### src/rtl/snake_game_controller_if.sv
// Signal bundle between the debounced button/collision sources and the snake game
// controller. The controller takes the slave side; the stimulus/source takes master.
interface snake_game_controller_if #(
    parameter int SCORE_W = 8
);
    logic [4:0]         in_btn;
    logic               in_food;
    logic               in_collision;
    logic               out_update_tick;
    logic               out_snake_reset;
    logic [4:0]         out_direction;
    logic [1:0]         out_state;
    logic [SCORE_W-1:0] out_score;

    modport master (
        output in_btn,
        output in_food,
        output in_collision,
        input  out_update_tick,
        input  out_snake_reset,
        input  out_direction,
        input  out_state,
        input  out_score
    );

    modport slave (
        input  in_btn,
        input  in_food,
        input  in_collision,
        output out_update_tick,
        output out_snake_reset,
        output out_direction,
        output out_state,
        output out_score
    );
endinterface

### src/rtl/snake_game_controller.sv
// Game sequencer for snake_logic: state machine, update strobe generation, filtered
// direction changes (one turn per step, no reversal), speed-up on food, freeze on collision.
module snake_game_controller #(
    parameter int TICK_W     = 26,
    parameter int TICK_START = 25_000_000,
    parameter int TICK_MIN   = 5_000_000,
    parameter int TICK_STEP  = 1_000_000,
    parameter int SCORE_W    = 8
) (
    input logic                    in_clock,
    input logic                    in_reset_n,
    snake_game_controller_if.slave bus
);

    typedef enum logic [1:0] {
        ST_IDLE  = 2'd0,
        ST_PLAY  = 2'd1,
        ST_PAUSE = 2'd2,
        ST_OVER  = 2'd3
    } state_t;

    localparam logic [TICK_W-1:0]  P_START   = TICK_W'(TICK_START);
    localparam logic [TICK_W-1:0]  P_MIN     = TICK_W'(TICK_MIN);
    localparam logic [TICK_W-1:0]  P_STEP    = TICK_W'(TICK_STEP);
    localparam logic [TICK_W-1:0]  T_ONE     = TICK_W'(1);
    localparam logic [TICK_W:0]    P_FLOOR   = (TICK_W+1)'(TICK_MIN) + (TICK_W+1)'(TICK_STEP);
    localparam logic [SCORE_W-1:0] SCORE_MAX = '1;
    localparam logic [SCORE_W-1:0] S_ONE     = SCORE_W'(1);

    state_t              state_q, state_d;
    logic [4:0]          btn_prev_q;
    logic [TICK_W-1:0]   counter_q, counter_d;
    logic [TICK_W-1:0]   period_q, period_d;
    logic [TICK_W-1:0]   period_food;
    logic [4:0]          pending_q, pending_d;
    logic [4:0]          dir_q, dir_d;
    logic                tick_q, tick_d;
    logic [SCORE_W-1:0]  score_q, score_d;

    logic [4:0]          btn_edge;
    logic [4:0]          dir_edge;
    logic [4:0]          dir_opp;
    logic                centre_edge;
    logic                dir_ok;
    logic                fire;

    // Button edges, direction priority and the reversal filter against the applied heading.
    always_comb begin
        btn_edge    = bus.in_btn & ~btn_prev_q;
        centre_edge = btn_edge[0];
        dir_edge    = '0;
        if (btn_edge[1])      dir_edge = 5'b00010;
        else if (btn_edge[2]) dir_edge = 5'b00100;
        else if (btn_edge[3]) dir_edge = 5'b01000;
        else if (btn_edge[4]) dir_edge = 5'b10000;
        dir_opp = {dir_q[3], dir_q[4], dir_q[1], dir_q[2], 1'b0};
        dir_ok  = (dir_edge != '0) && (dir_edge != dir_q) && ((dir_edge & dir_opp) == '0);
        period_food = ({1'b0, period_q} >= P_FLOOR) ? (period_q - P_STEP) : P_MIN;
    end

    always_comb begin
        state_d   = state_q;
        counter_d = counter_q;
        period_d  = period_q;
        pending_d = pending_q;
        dir_d     = dir_q;
        tick_d    = 1'b0;
        score_d   = score_q;
        fire      = 1'b0;

        case (state_q)
            ST_IDLE: begin
                counter_d = '0;
                if (centre_edge) begin
                    state_d   = ST_PLAY;
                    dir_d     = 5'b10000;
                    pending_d = '0;
                end
            end

            ST_PLAY: begin
                if (bus.in_collision) begin
                    state_d   = ST_OVER;
                    counter_d = '0;
                    pending_d = '0;
                end else begin
                    if (bus.in_food) begin
                        score_d  = (score_q == SCORE_MAX) ? score_q : score_q + S_ONE;
                        period_d = period_food;
                    end
                    if (centre_edge) begin
                        state_d = ST_PAUSE;
                    end else begin
                        if (dir_ok) pending_d = dir_edge;
                        // Compare against the post-food period so a shortened period that
                        // the counter has already reached fires on the very next cycle.
                        fire = (counter_q >= period_d - T_ONE);
                        if (fire) begin
                            tick_d    = 1'b1;
                            counter_d = '0;
                            if (pending_d != '0) dir_d = pending_d;
                            pending_d = '0;
                        end else begin
                            counter_d = counter_q + T_ONE;
                        end
                    end
                end
            end

            ST_PAUSE: begin
                if (centre_edge) state_d = ST_PLAY;
            end

            ST_OVER: begin
                counter_d = '0;
                if (centre_edge) begin
                    state_d   = ST_IDLE;
                    score_d   = '0;
                    period_d  = P_START;
                    dir_d     = '0;
                    pending_d = '0;
                end
            end

            default: begin
                state_d = ST_IDLE;
            end
        endcase
    end

    always_ff @(posedge in_clock or negedge in_reset_n) begin
        if (!in_reset_n) begin
            state_q    <= ST_IDLE;
            btn_prev_q <= '0;
            counter_q  <= '0;
            period_q   <= P_START;
            pending_q  <= '0;
            dir_q      <= '0;
            tick_q     <= 1'b0;
            score_q    <= '0;
        end else begin
            state_q    <= state_d;
            btn_prev_q <= bus.in_btn;
            counter_q  <= counter_d;
            period_q   <= period_d;
            pending_q  <= pending_d;
            dir_q      <= dir_d;
            tick_q     <= tick_d;
            score_q    <= score_d;
        end
    end

    assign bus.out_update_tick = tick_q;
    assign bus.out_snake_reset = (state_q == ST_IDLE);
    assign bus.out_direction   = dir_q;
    assign bus.out_state       = state_q;
    assign bus.out_score       = score_q;

endmodule
### src/flat_wrapper.sv
// flat-port wrapper written by rule: the top's interface ports become plain ports
module snake_game_controller_flat 
#(
    parameter int TICK_W     = 26,
    parameter int TICK_START = 25_000_000,
    parameter int TICK_MIN   = 5_000_000,
    parameter int TICK_STEP  = 1_000_000,
    parameter int SCORE_W    = 8
)
  (in_clock, in_reset_n, bus_in_btn, bus_in_food, bus_in_collision, bus_out_update_tick, bus_out_snake_reset, bus_out_direction, bus_out_state, bus_out_score);
  snake_game_controller_if #(.SCORE_W(SCORE_W)) bus_i ();
  input logic in_clock;
  input logic in_reset_n;
  input wire logic [$bits(bus_i.in_btn)-1:0] bus_in_btn;
  input wire logic [$bits(bus_i.in_food)-1:0] bus_in_food;
  input wire logic [$bits(bus_i.in_collision)-1:0] bus_in_collision;
  output wire logic [$bits(bus_i.out_update_tick)-1:0] bus_out_update_tick;
  output wire logic [$bits(bus_i.out_snake_reset)-1:0] bus_out_snake_reset;
  output wire logic [$bits(bus_i.out_direction)-1:0] bus_out_direction;
  output wire logic [$bits(bus_i.out_state)-1:0] bus_out_state;
  output wire logic [$bits(bus_i.out_score)-1:0] bus_out_score;
  assign bus_i.in_btn = bus_in_btn;
  assign bus_i.in_food = bus_in_food;
  assign bus_i.in_collision = bus_in_collision;
  assign bus_out_update_tick = bus_i.out_update_tick;
  assign bus_out_snake_reset = bus_i.out_snake_reset;
  assign bus_out_direction = bus_i.out_direction;
  assign bus_out_state = bus_i.out_state;
  assign bus_out_score = bus_i.out_score;
  snake_game_controller #(.TICK_W(TICK_W), .TICK_START(TICK_START), .TICK_MIN(TICK_MIN), .TICK_STEP(TICK_STEP), .SCORE_W(SCORE_W)) u_core (.in_clock(in_clock), .in_reset_n(in_reset_n), .bus(bus_i));
endmodule
### config.mk
export PLATFORM = sky130hd
export DESIGN_NAME = snake_game_controller_flat
export DESIGN_NICKNAME = d
export VERILOG_FILES = /design/src/rtl/snake_game_controller_if.sv /design/src/rtl/snake_game_controller.sv /design/src/flat_wrapper.sv
export SDC_FILE = /design/constraint.sdc
export NUM_CORES = 1
export LEC_CHECK = 0
export ABC_AREA = 1
export BUFFER_PORTS_ARGS = -buffer_cell sky130_fd_sc_hd__buf_2
export CORE_MARGIN = 1
export CORE_UTILIZATION = 54
export DETAILED_ROUTE_END_ITERATION = 10
export MAX_ROUTING_LAYER = met4
export PLACE_DENSITY = 0.67
export SLEW_MARGIN = 20
export SYNTH_ARGS = -nofsm -noshare
export SYNTH_HDL_FRONTEND = slang
export SYNTH_SLANG_ARGS = --single-unit
### constraint.sdc
create_clock -name in_clock -period 9.9 [get_ports in_clock]
set_input_delay 2.97 -clock in_clock [delete_from_list [all_inputs] [get_ports in_clock]]
set_output_delay 2.97 -clock in_clock [all_outputs]
set_load 0.05 [all_outputs]
# Word-level counts from Yosys, hierarchy flattened
# Cells that the tools add are included.
# word_totals
output_inout_bits,17
elab_cells,95
input_bits,9
regBits,78
# op_classes
add_sub_neg,4
n_eq_ne,17
bitwise_logic,3
reduce_logical,17
magnitude_cmp,2
mux,44
# ops
op,count
$mux W26,9
$pmux W26 S2,2
$mux W5,17
$mux W8,4
$add A26 B1 Y26 const B,1
$ge A26 B23 Y1 const B,1
$ge A26 B26 Y1,1
$sub A26 B1 Y26 const B,1
$sub A26 B20 Y26 const B,1
$pmux W8 S2,1
$pmux W5 S3,1
$ne A2 B1 Y1 const B,6
$and A5 B5 Y5,2
$pmux W5 S2,1
$reduce_bool A5 Y1,2
$reduce_and A3 Y1,3
$add A8 B1 Y8 const B,1
$eq A8 B8 Y1 const B,1
$mux W2,4
$ne A2 B2 Y1 const B,4
$reduce_and A7 Y1,1
$pmux W2 S3,1
$logic_not A5 Y1,1
$ne A5 B5 Y1,1
13 further kinds,20

# Longest topological paths before layout
# Gate-level depths: netlist of run 1.
# depth
ltp_word,19
mapped_depth,33
ltp_nobuf,33

# Least setup slack after synthesis of run 1
# Ideal clock, no wire load.
# synth_path
kind,input to register
from,in bus_in_food
to,reg u_core.counter_q[16]
stages,17
path_slack_ps,4169
t_arrival_ps,5601
n_path_buf,3
path_cell_list,nand4_4 -> buf_8 -> buf_4 -> nand2_1 -> ha_1 -> nand2_2 -> nor2_8 -> nand2_2 -> xnor2_2 -> ha_1 -> nand2_1 -> nor4_1 -> nand4_1 -> and3_1 -> nand2_1 -> clkbuf_1 -> o21ai_0
# synth_between
elab_chain_cells,9
# synth_lines
element,line,text
start: declaration,flat_wrapper.sv:15,input wire logic [$bits(bus_i.in_food)-1:0] bus_in_food;
$mux W26,snake_game_controller.sv:87,if (bus.in_food) begin
$mux W26,snake_game_controller.sv:82,if (bus.in_collision) begin
$mux W26,snake_game_controller.sv:71,case (state_q)
$sub A26 B1 Y26,snake_game_controller.sv:97,fire = (counter_q >= period_d - T_ONE);
$ge A26 B26 Y1,snake_game_controller.sv:97,
$mux W26,snake_game_controller.sv:98,if (fire) begin
$mux W26,snake_game_controller.sv:91,if (centre_edge) begin
$mux W26,snake_game_controller.sv:82,
$pmux W26 S2,snake_game_controller.sv:71,
end signal: assignment,snake_game_controller.sv:144,counter_q <= counter_d;
end: declaration,snake_game_controller.sv:32,"logic [TICK_W-1:0] counter_q, counter_d;"
# Every way passes these cells. The select of a mux whose other input is x is not followed.
# A chain may end at the register's enable or synchronous reset.

# Worst setup path after layout of run 1
# layout_path
from,in bus_in_food
to,reg u_core.counter_q[15]
# Same word-level chain as after synthesis.

==> results of run 1 <==
==> flip-flops by register name (all words and copies together), names as in the netlist <==
name                        cells
u_core.bus.out_update_tick      1
u_core.pending_q                5
u_core.counter_q               26
u_core.btn_prev_q               5
u_core.period_q                26
u_core.bus.out_direction        5
u_core.bus.out_score            8
u_core.bus.out_state            2
==> how the worst min path moves through the flow <==
stage	from	to	slack (ns)	depth (start not counted)
6_report	u_core.bus.out_score[7]	u_core.bus.out_score[7]	0.49	1
5_1_grt	u_core.pending_q[3]	u_core.pending_q[3]	0.52	2
4_1_cts	u_core.bus.out_score[7]	u_core.bus.out_score[7]	0.50	1
3_5_place_dp	u_core.pending_q[3]	u_core.pending_q[3]	0.48	2
3_3_place_gp	u_core.pending_q[4]	u_core.pending_q[4]	0.47	2
2_1_floorplan	u_core.pending_q[4]	u_core.pending_q[4]	0.45	2
==> cells by family (layout without fill, tap and decap cells) <==
group / count (synthesis) / count (layout)
buffers and inverters: 137 / 164
other: 0 / 1
AOI/OAI and AO/OA: 115 / 115
and+or+nand+nor: 502 / 502
DFF: 78 / 78
xor gates and xnor gates: 38 / 38
adders and majority gates: 35 / 35
==> synthesized netlist by cell type (2+ instances only) <==
| library cell | number | area [um^2] |
|---|---|---|
| xnor2_1 | 8 | 70.1 |
| nor3_1 | 22 | 110 |
| nor2_8 | 2 | 40.0 |
| nand3_1 | 52 | 260 |
| a21oi_1 | 26 | 130 |
| nand3_2 | 3 | 30.0 |
| nor3b_1 | 3 | 22.5 |
| clkbuf_1 | 5 | 18.8 |
| nand2_2 | 8 | 50.1 |
| o21ai_0 | 54 | 270 |
| inv_1 | 113 | 424 |
| ha_1 | 35 | 438 |
| o22ai_1 | 9 | 56.3 |
| nor2_2 | 9 | 56.3 |
| nor4_1 | 6 | 37.5 |
| buf_2 | 4 | 20.0 |
| nand4_1 | 28 | 175 |
| o211ai_1 | 2 | 15.0 |
| a22oi_1 | 11 | 82.6 |
| nand3b_1 | 5 | 37.5 |
| a31oi_1 | 2 | 12.5 |
| nor2_1 | 106 | 398 |
| nand2_4 | 2 | 22.5 |
| dfrtp_1 | 66 | 1650 |
| xor2_1 | 29 | 254 |
| buf_4 | 2 | 15.0 |
| a21o_1 | 2 | 15.0 |
| nand2_1 | 249 | 935 |
| nor2_4 | 4 | 45.0 |
| inv_2 | 10 | 37.5 |
| dfstp_2 | 12 | 315 |
| clkinv_1 | 2 | 7.51 |
==> metrics by stage <==
stage / worst slack, ns / total power, mW / area (um^2) / utilization / hold WS (ns)
2_1_floorplan: 4.17 / 1.25 / 6210 / - / 0.449
3_3_place_gp: 2.99 / 1.48 / 6440 / 0.584 / 0.467
3_5_place_dp: 2.78 / 1.49 / 6440 / 0.584 / 0.484
4_1_cts: 3.14 / 1.82 / 6720 / 0.609 / 0.496
5_1_grt: 2.42 / 1.97 / 6730 / 0.610 / 0.520
6_report: 3.05 / 1.83 / 6730 / 0.610 / 0.492
==> layer usage <==
layer / global-route usage / wire length (um) / up-vias
met4: 0.117 / 359 / 0
met3: 0.0395 / 739 / 25
li1: - / - / 3005
met5: - / 0 / -
met1: 0.385 / 7470 / 2759
met2: 0.469 / 7330 / 153
==> power by group <==
| part | internal (mW) | leakage (nW) | total [mW] | switching [mW] |
|---|---|---|---|---|
| Clock | 0.192 | 0.130 | 0.325 | 0.133 |
| Sequential | 0.404 | 1.01 | 0.488 | 0.0840 |
| Combinational | 0.292 | 2.10 | 1.02 | 0.724 |
==> layout make-up <==
| cell class | instances | area share |
|---|---|---|
| tap | 140 | 0.0260 |
| inverter | 125 | 0.0697 |
| sequential | 78 | 0.292 |
| timing repair buffer | 25 | 0.0195 |
| clock inverter | 4 | 0.00744 |
| clock buffer | 10 | 0.0340 |
| antenna | 1 | 0.000372 |
| multi-input combinational | 690 | 0.550 |
==> worst reg2reg max path, stage by stage (launching register included) <==
cell	delay, ns
dfstp_2	0.55
inv_1	0.08
ha_1	0.20
inv_1	0.05
nor3_1	0.04
nand2_1	0.09
nor2_1	0.07
nand2_1	0.12
nand4_4	0.40
nand2_1	0.20
ha_1	0.27
nand2_2	0.14
nor2_8	0.20
nand3_1	0.10
nand2_1	0.07
nand2_1	0.05
ha_1	0.29
nand2_1	0.05
nor4_1	0.39
nand4_1	0.22
and3_1	0.29
nand2_1	0.60
o21ai_0	0.18
==> out/qor.yml, run 1 <==
worst_setup_path:
  crit_start: "bus_in_food"
  path_buf_inv: 7
  setup.worst_path.end: "u_core.counter_q[15]"
  cp_top_family: "simple AND/OR/NAND/NOR gates"
  slowest_stage: "nand2_1"
  cp_max_fo: 28
  crit_type: "input port to flop"
  worst-path-stages: 27
  r2r_start: "u_core.period_q[6]"
  crit_arrival_ns: 7.10
  critPathCaptureType: "flop"
  worstSetupStartpointType: "input port"
  worstReg2RegEnd: "u_core.counter_q[15]"
  cpMostUsedCell: "nand2_1"
  slowest_delay_ns: 0.49
  r2r_slack_ns: 5.09
  cp.required_ns: 10.15
  rr_worst_depth: 22
power:
  peakVddDrop_mv: 0.197
  p_leak_nw: 3.24
  power-per-cell-area_mw_per_mm2: 272
synthesis:
  async_flop_share: 1.00
  synth_warnings: 0
  synth-seq-area-share: 0.317
  synth_fa_ha_area_frac: 0.0705
  syn_inst: 905
  synth_compound_area_frac: 0.106
  syn_area_mm2: 0.00621
  synth_cell_types: 46
  syn_avg_cell_area_um2: 6.86
  muxShareOfSynthArea: 0
  synth_top_family_by_area: "simple AND/OR/NAND/NOR gates"
  synthXorXnorAreaFrac: 0.0548
  synth_edf_count: 0
  yosys.area_share.simple: 0.365
  ys_ff_latch: 78
  synth_ff_type: "dfrtp_1"
  syn_nets: 949
cts:
  cts_tree: "done"
  postCtsHoldBufs: 0
  postCtsResizedCells: 0
  clockRootBuffer: "clkbuf_16"
  clkSlewWorstSetupHoldPaths_ns: 0.06
  clkSinkCount: 78
  clock_path_buffers: 2
  clk_latency_ns: 0.35
  post_cts_buffers: 0
  numCtsBuffers: 9
  htreeDepth: 3
routing:
  wire_per_inst_um: 14.8
  num_vias: 5942
  drtPass1Iterations: 5
  drt_iter0_markers: 419
  drc: 0
  drt-total-wl_um: 15900
  ant_nets: 0
  via_per_inst: 5.54
timing:
  worstMarginPinSlew_ns: 0.967
  finalHoldViolations: 0
  final.period_utilization: 0.692
  fin_setup_tns_ns: 0
  fmax_mhz: 146
  slew_violations: 0
  fin_worst_skew_ns: 0.00445
  slew_headroom: 0.354
  finalSetupViolCount: 0
  rsz0062_at_grt: "no"
  period_minus_slack_ns: 6.85
die:
  start_util: 0.563
  io_pins: 26
  rows: 38
  coreArea_mm2: 0.0110
  fp.dieH_um: 109
  die_w_um: 109
  die_area_mm2: 0.0119
run:
  max_cap_violations: 0
min_path:
  min_path_type: "flop to flop"
global_routing:
  grt_pass1_wl_um: 26400
  antenna_found_initial: 1
  grt_pass1_vias: 5541
  overflow: 0
  grt_max_degree: 79
  grtUsageTotal: 0.297
cells_and_area:
  nets: 973
  stdcell_count: 1073
  nFillCells: 1025
  final_cell_mix: "nand2_1, inv_1, nor2_1"
  layout_commonest_cell: "nand2_1"
  layout-drive-gt1-share: 0.0987
  regArea_mm2: 0.00197
  multiInputGateArea_mm2: 0.00370
  area_growth_pct: 8.36
placed_design:
  hpwl_um: 12000
  place_congestion: 0.938
  dp_cells: 1058
  port_buffers: 25
run_status:
  status: "complete, no violations"
Power figures use the tool's default switching activity.
==> inputs of run 2 (changes only) <==
--- a/config.mk
+++ b/config.mk
@@ -11,7 +11,7 @@
 export CORE_UTILIZATION = 54
 export DETAILED_ROUTE_END_ITERATION = 10
 export MAX_ROUTING_LAYER = met4
-export PLACE_DENSITY = 0.67
+export PLACE_DENSITY = 0.7
 export SLEW_MARGIN = 20
 export SYNTH_ARGS = -nofsm -noshare
 export SYNTH_HDL_FRONTEND = slang
==> constraint.sdc (replaced) <==
create_clock -name in_clock -period 6.3 [get_ports in_clock]
set_input_delay 1.89 -clock in_clock [delete_from_list [all_inputs] [get_ports in_clock]]
set_output_delay 1.89 -clock in_clock [all_outputs]
set_load 0.05 [all_outputs]
==> out/qor.yml, run 2 (synthesis results as in run 1) <==
worst_setup_path:
  rr_worst_depth: 28
  worstSetupStartpointType: "input port"
  r2r_slack_ns: 1.76
  cpMostUsedCell: "nand2_1"
  cp.required_ns: 6.51
  cp_max_fo: 28
  crit_start: "bus_in_food"
  critPathCaptureType: "flop"
  slowest_delay_ns: 0.40
  worstReg2RegEnd: "u_core.counter_q[3]"
  setup.worst_path.end: "u_core.counter_q[3]"
  crit_arrival_ns: 5.67
  crit_type: "input port to flop"
  slowest_stage: "buf_2"
  r2r_start: "u_core.period_q[6]"
die:
  rows: 38
  start_util: 0.563
  die_area_mm2: 0.0119
  coreArea_mm2: 0.0110
  io_pins: 26
  die_w_um: 109
  fp.dieH_um: 109
cts:
  numCtsBuffers: 9
  clock_path_buffers: 2
  postCtsResizedCells: 0
  postCtsHoldBufs: 0
  clk_latency_ns: 0.35
  htreeDepth: 3
  cts_tree: "done"
  clkSlewWorstSetupHoldPaths_ns: 0.06
  clockRootBuffer: "clkbuf_16"
  post_cts_buffers: 0
  clkSinkCount: 78
routing:
  drt_iter0_markers: 475
  wire_per_inst_um: 15.0
  drt-total-wl_um: 16100
  drc: 0
  num_vias: 6038
  via_per_inst: 5.62
  ant_nets: 0
  drtPass1Iterations: 5
cells_and_area:
  stdcell_count: 1075
  layout-drive-gt1-share: 0.101
  area_growth_pct: 8.30
  diodes: 0
  nFillCells: 1037
  multiInputGateArea_mm2: 0.00370
  final_cell_area_mm2: 0.00672
  regArea_mm2: 0.00197
  nets: 974
  final_cell_mix: "nand2_1, inv_1, nor2_1"
  layout_commonest_cell: "nand2_1"
timing:
  worstMarginPinSlew_ns: 0.969
  fin_worst_skew_ns: 0.00810
  fin_setup_tns_ns: 0
  fmax_mhz: 183
  period_minus_slack_ns: 5.45
  finalSetupViolCount: 0
  slew_headroom: 0.352
  slew_violations: 0
  hold_slack_ns: 0.492
  rsz0062_at_grt: "no"
  finalHoldViolations: 0
  final.period_utilization: 0.866
run:
  max_cap_violations: 0
placed_design:
  hpwl_um: 12300
  place_congestion: 0.943
  place_area_mm2: 0.00645
  dp_cells: 1059
  port_buffers: 25
global_routing:
  grt_pass1_vias: 5707
  overflow: 0
  grtUsageTotal: 0.303
  grt_pass1_wl_um: 27200
  grt_max_degree: 79
  antenna_found_initial: 0
power:
  p_leak_nw: 3.25
  peakVddDrop_mv: 0.316
  power-per-cell-area_mw_per_mm2: 427
min_path:
  min_path_type: "flop to flop"
run_status:
  status: "complete, no violations"
[run 2: cell count changes in the layout (fill, tap and decap cells not counted)]
cell,previous run,this run
buf_4,0,1
clkinv_2,1,3
clkbuf_1,1,2
clkinv_4,0,1
clkinvlp_4,2,0
diode_2,1,0
clkbuf_8,0,1
bufinv_16,1,0
[run 2: through the flow]
| stage | worst slack, ns | util | total power [mW] |
|---|---|---|---|
| 2_1_floorplan | 1.65 | - | 1.96 |
| 3_3_place_gp | 0.783 | 0.585 | 2.33 |
| 3_5_place_dp | 0.605 | 0.585 | 2.36 |
| 4_1_cts | 0.923 | 0.609 | 2.86 |
| 5_1_grt | 0.445 | 0.610 | 3.10 |
| 6_report | 0.846 | 0.610 | 2.87 |
[run 2: worst min path at each step]
stage | from | end | slack, ns | cells past startpoint
6_report | u_core.pending_q[1] | u_core.pending_q[1] | 0.49 | 2
5_1_grt | u_core.pending_q[2] | u_core.pending_q[2] | 0.53 | 2
4_1_cts | u_core.pending_q[1] | u_core.pending_q[1] | 0.49 | 2
3_5_place_dp | u_core.pending_q[4] | u_core.pending_q[4] | 0.48 | 2
3_3_place_gp | u_core.pending_q[2] | u_core.pending_q[2] | 0.47 | 2
2_1_floorplan | u_core.pending_q[4] | u_core.pending_q[4] | 0.45 | 2
[run 2: report_power, final]
group | total (mW) | internal (mW) | switching, mW
clock | 0.486 | 0.276 | 0.210
combinational | 1.61 | 0.463 | 1.15
sequential | 0.772 | 0.635 | 0.138
[run 2: worst max-delay path: cells and delay by family]
family,cells,cell delay (ns)
buffers and inverters,6,1.06
and+or+nand+nor,18,2.25
adders and majority gates,1,0.30
AOI/OAI and AO/OA,1,0.14
[run 2: layout make-up]
class | count | share of cell area
Tap cell | 140 | 0.0261
Inverter | 125 | 0.0698
Timing Repair Buffer | 26 | 0.0207
Sequential cell | 78 | 0.293
Clock buffer | 12 | 0.0367
Clock inverter | 4 | 0.00354
Multi-Input combinational cell | 690 | 0.551
[run 2: routing by layer]
metal	GRT usage	up-vias	wire length, um
met5	-	-	0
li1	-	3007	-
met3	0.0550	34	1040
met2	0.468	214	7210
met4	0.0924	0	364
met1	0.402	2783	7530
==> inputs of run 3 (changes only) <==
--- a/config.mk
+++ b/config.mk
@@ -8,10 +8,10 @@
 export ABC_AREA = 1
 export BUFFER_PORTS_ARGS = -buffer_cell sky130_fd_sc_hd__buf_2
 export CORE_MARGIN = 1
-export CORE_UTILIZATION = 54
+export CORE_UTILIZATION = 57
 export DETAILED_ROUTE_END_ITERATION = 10
 export MAX_ROUTING_LAYER = met4
-export PLACE_DENSITY = 0.7
+export PLACE_DENSITY = 0.73
 export SLEW_MARGIN = 20
 export SYNTH_ARGS = -nofsm -noshare
 export SYNTH_HDL_FRONTEND = slang
==> out/qor.yml, run 3 (synthesis results as in run 1) <==
placed_design:
  hpwl_um: 12400
  port_buffers: 25
  place_congestion: 0.962
worst_setup_path:
  r2r_slack_ns: 1.77
  worstSetupStartpointType: "input port"
  worstReg2RegEnd: "u_core.counter_q[16]"
  cp_max_fo: 28
  cpMostUsedCell: "nand2_1"
  critPathCaptureType: "flop"
  slowest_delay_ns: 0.41
  rr_worst_depth: 28
  slowest_stage: "buf_2"
  cp_top_family: "simple AND/OR/NAND/NOR gates"
  crit_arrival_ns: 5.62
  crit_type: "input port to flop"
  path_buf_inv: 6
  r2r_start: "u_core.period_q[6]"
  cp.required_ns: 6.55
cts:
  htreeDepth: 3
  clkSinkCount: 78
  numCtsBuffers: 9
  postCtsHoldBufs: 0
  clockRootBuffer: "clkbuf_8"
  postCtsResizedCells: 0
  cts_tree: "done"
  clkSlewWorstSetupHoldPaths_ns: 0.08
  clock_path_buffers: 2
  post_cts_buffers: 0
  clk_latency_ns: 0.38
die:
  die_area_mm2: 0.0113
  io_pins: 26
  coreArea_mm2: 0.0105
  rows: 37
  fp.dieH_um: 106
  start_util: 0.593
  die_w_um: 106
global_routing:
  grt_pass1_vias: 5480
  grt_pass1_wl_um: 26800
  antenna_found_initial: 1
  overflow: 0
  grt_max_degree: 79
  grtUsageTotal: 0.314
cells_and_area:
  nFillCells: 973
  utilization: 0.634
  final_cell_mix: "nand2_1, inv_1, nor2_1"
  area_growth_pct: 6.89
  nets: 975
  layout-drive-gt1-share: 0.101
  layout_commonest_cell: "nand2_1"
power:
  peakVddDrop_mv: 0.344
  p_leak_nw: 3.22
  power-per-cell-area_mw_per_mm2: 410
  fin_total_pwr_mw: 2.72
timing:
  slew_headroom: 0.324
  fmax_mhz: 186
  period_minus_slack_ns: 5.37
  fin_setup_tns_ns: 0
  finalSetupViolCount: 0
  final.period_utilization: 0.852
  fin_worst_skew_ns: 0.0116
  slew_violations: 0
  finalHoldViolations: 0
  worstMarginPinSlew_ns: 1.01
  rsz0062_at_grt: "no"
min_path:
  min_to: "u_core.pending_q[4]"
  min_path_type: "flop to flop"
  worstHoldStart: "u_core.pending_q[4]"
  whs_path_depth: 2
run:
  max_cap_violations: 0
routing:
  drt_iter0_markers: 635
  num_vias: 6020
  drc: 0
  wire_per_inst_um: 14.9
  via_per_inst: 5.61
  ant_nets: 0
  drt-total-wl_um: 16000
  drtPass1Iterations: 7
run_status:
  status: "complete, no violations"
==> run 3: cell count changes in the layout (fill, tap and decap cells not counted), sizes merged <==
cell / delta
diode: +1
clkbuf: +1
clkinv: -1
buf: +1
==> run 3: area by class of cell <==
class | instances | area, um^2 | area share
multi-input cells | 690 | 3700 | 0.558
flip-flops and latches | 78 | 1970 | 0.296
inverters | 125 | 469 | 0.0707
well taps | 136 | 170 | 0.0256
clock buffers | 13 | 159 | 0.0239
repair buffers | 27 | 146 | 0.0221
clock inverters | 3 | 18.8 | 0.00283
diodes | 1 | 2.50 | 0.000377
==> run 3: worst max-delay path by stage <==
stage	startpoint	end	slack, ns	cells after the start
3_5_place_dp	bus_in_food	u_core.counter_q[16]	0.58	26
5_1_grt	bus_in_food	u_core.counter_q[19]	0.46	20
3_3_place_gp	bus_in_food	u_core.counter_q[12]	0.77	26
6_report	bus_in_food	u_core.counter_q[16]	0.93	26
4_1_cts	bus_in_food	u_core.counter_q[16]	0.98	26
2_1_floorplan	bus_in_food	u_core.counter_q[16]	1.65	17
==> run 3: through the flow <==
step                area, um^2  hold WS [ns]  std cells  setup slack, ns
finish                    6640         0.485       1073            0.935
detailed placement        6450         0.474       1056            0.579
global placement          6450         0.467       1056            0.772
global route              6640         0.522       1073            0.457
floorplan                 6210         0.449        905             1.65
CTS                       6630         0.492       1072            0.979
==> run 3: where the power goes <==
part / internal, mW / switching (mW)
sequential: 0.634 / 0.133
combinational: 0.460 / 1.14
clock: 0.164 / 0.191
total: 1.26 / 1.46
==> run 3: metal layers <==
layer	routed length (um)	track usage
met1	7490	0.425
met2	7210	0.479
met3	986	0.0435
met4	357	0.114
met5	0	-
==> run 3: worst reg2reg max path, delay by kind of cell, from the launching register on <==
kind            cells  cell delay (ns)
fa+ha+maj           2             0.52
simple gates       18             2.40
compound gates      3             0.45
flops               1             0.57
buf+inv             5             0.50
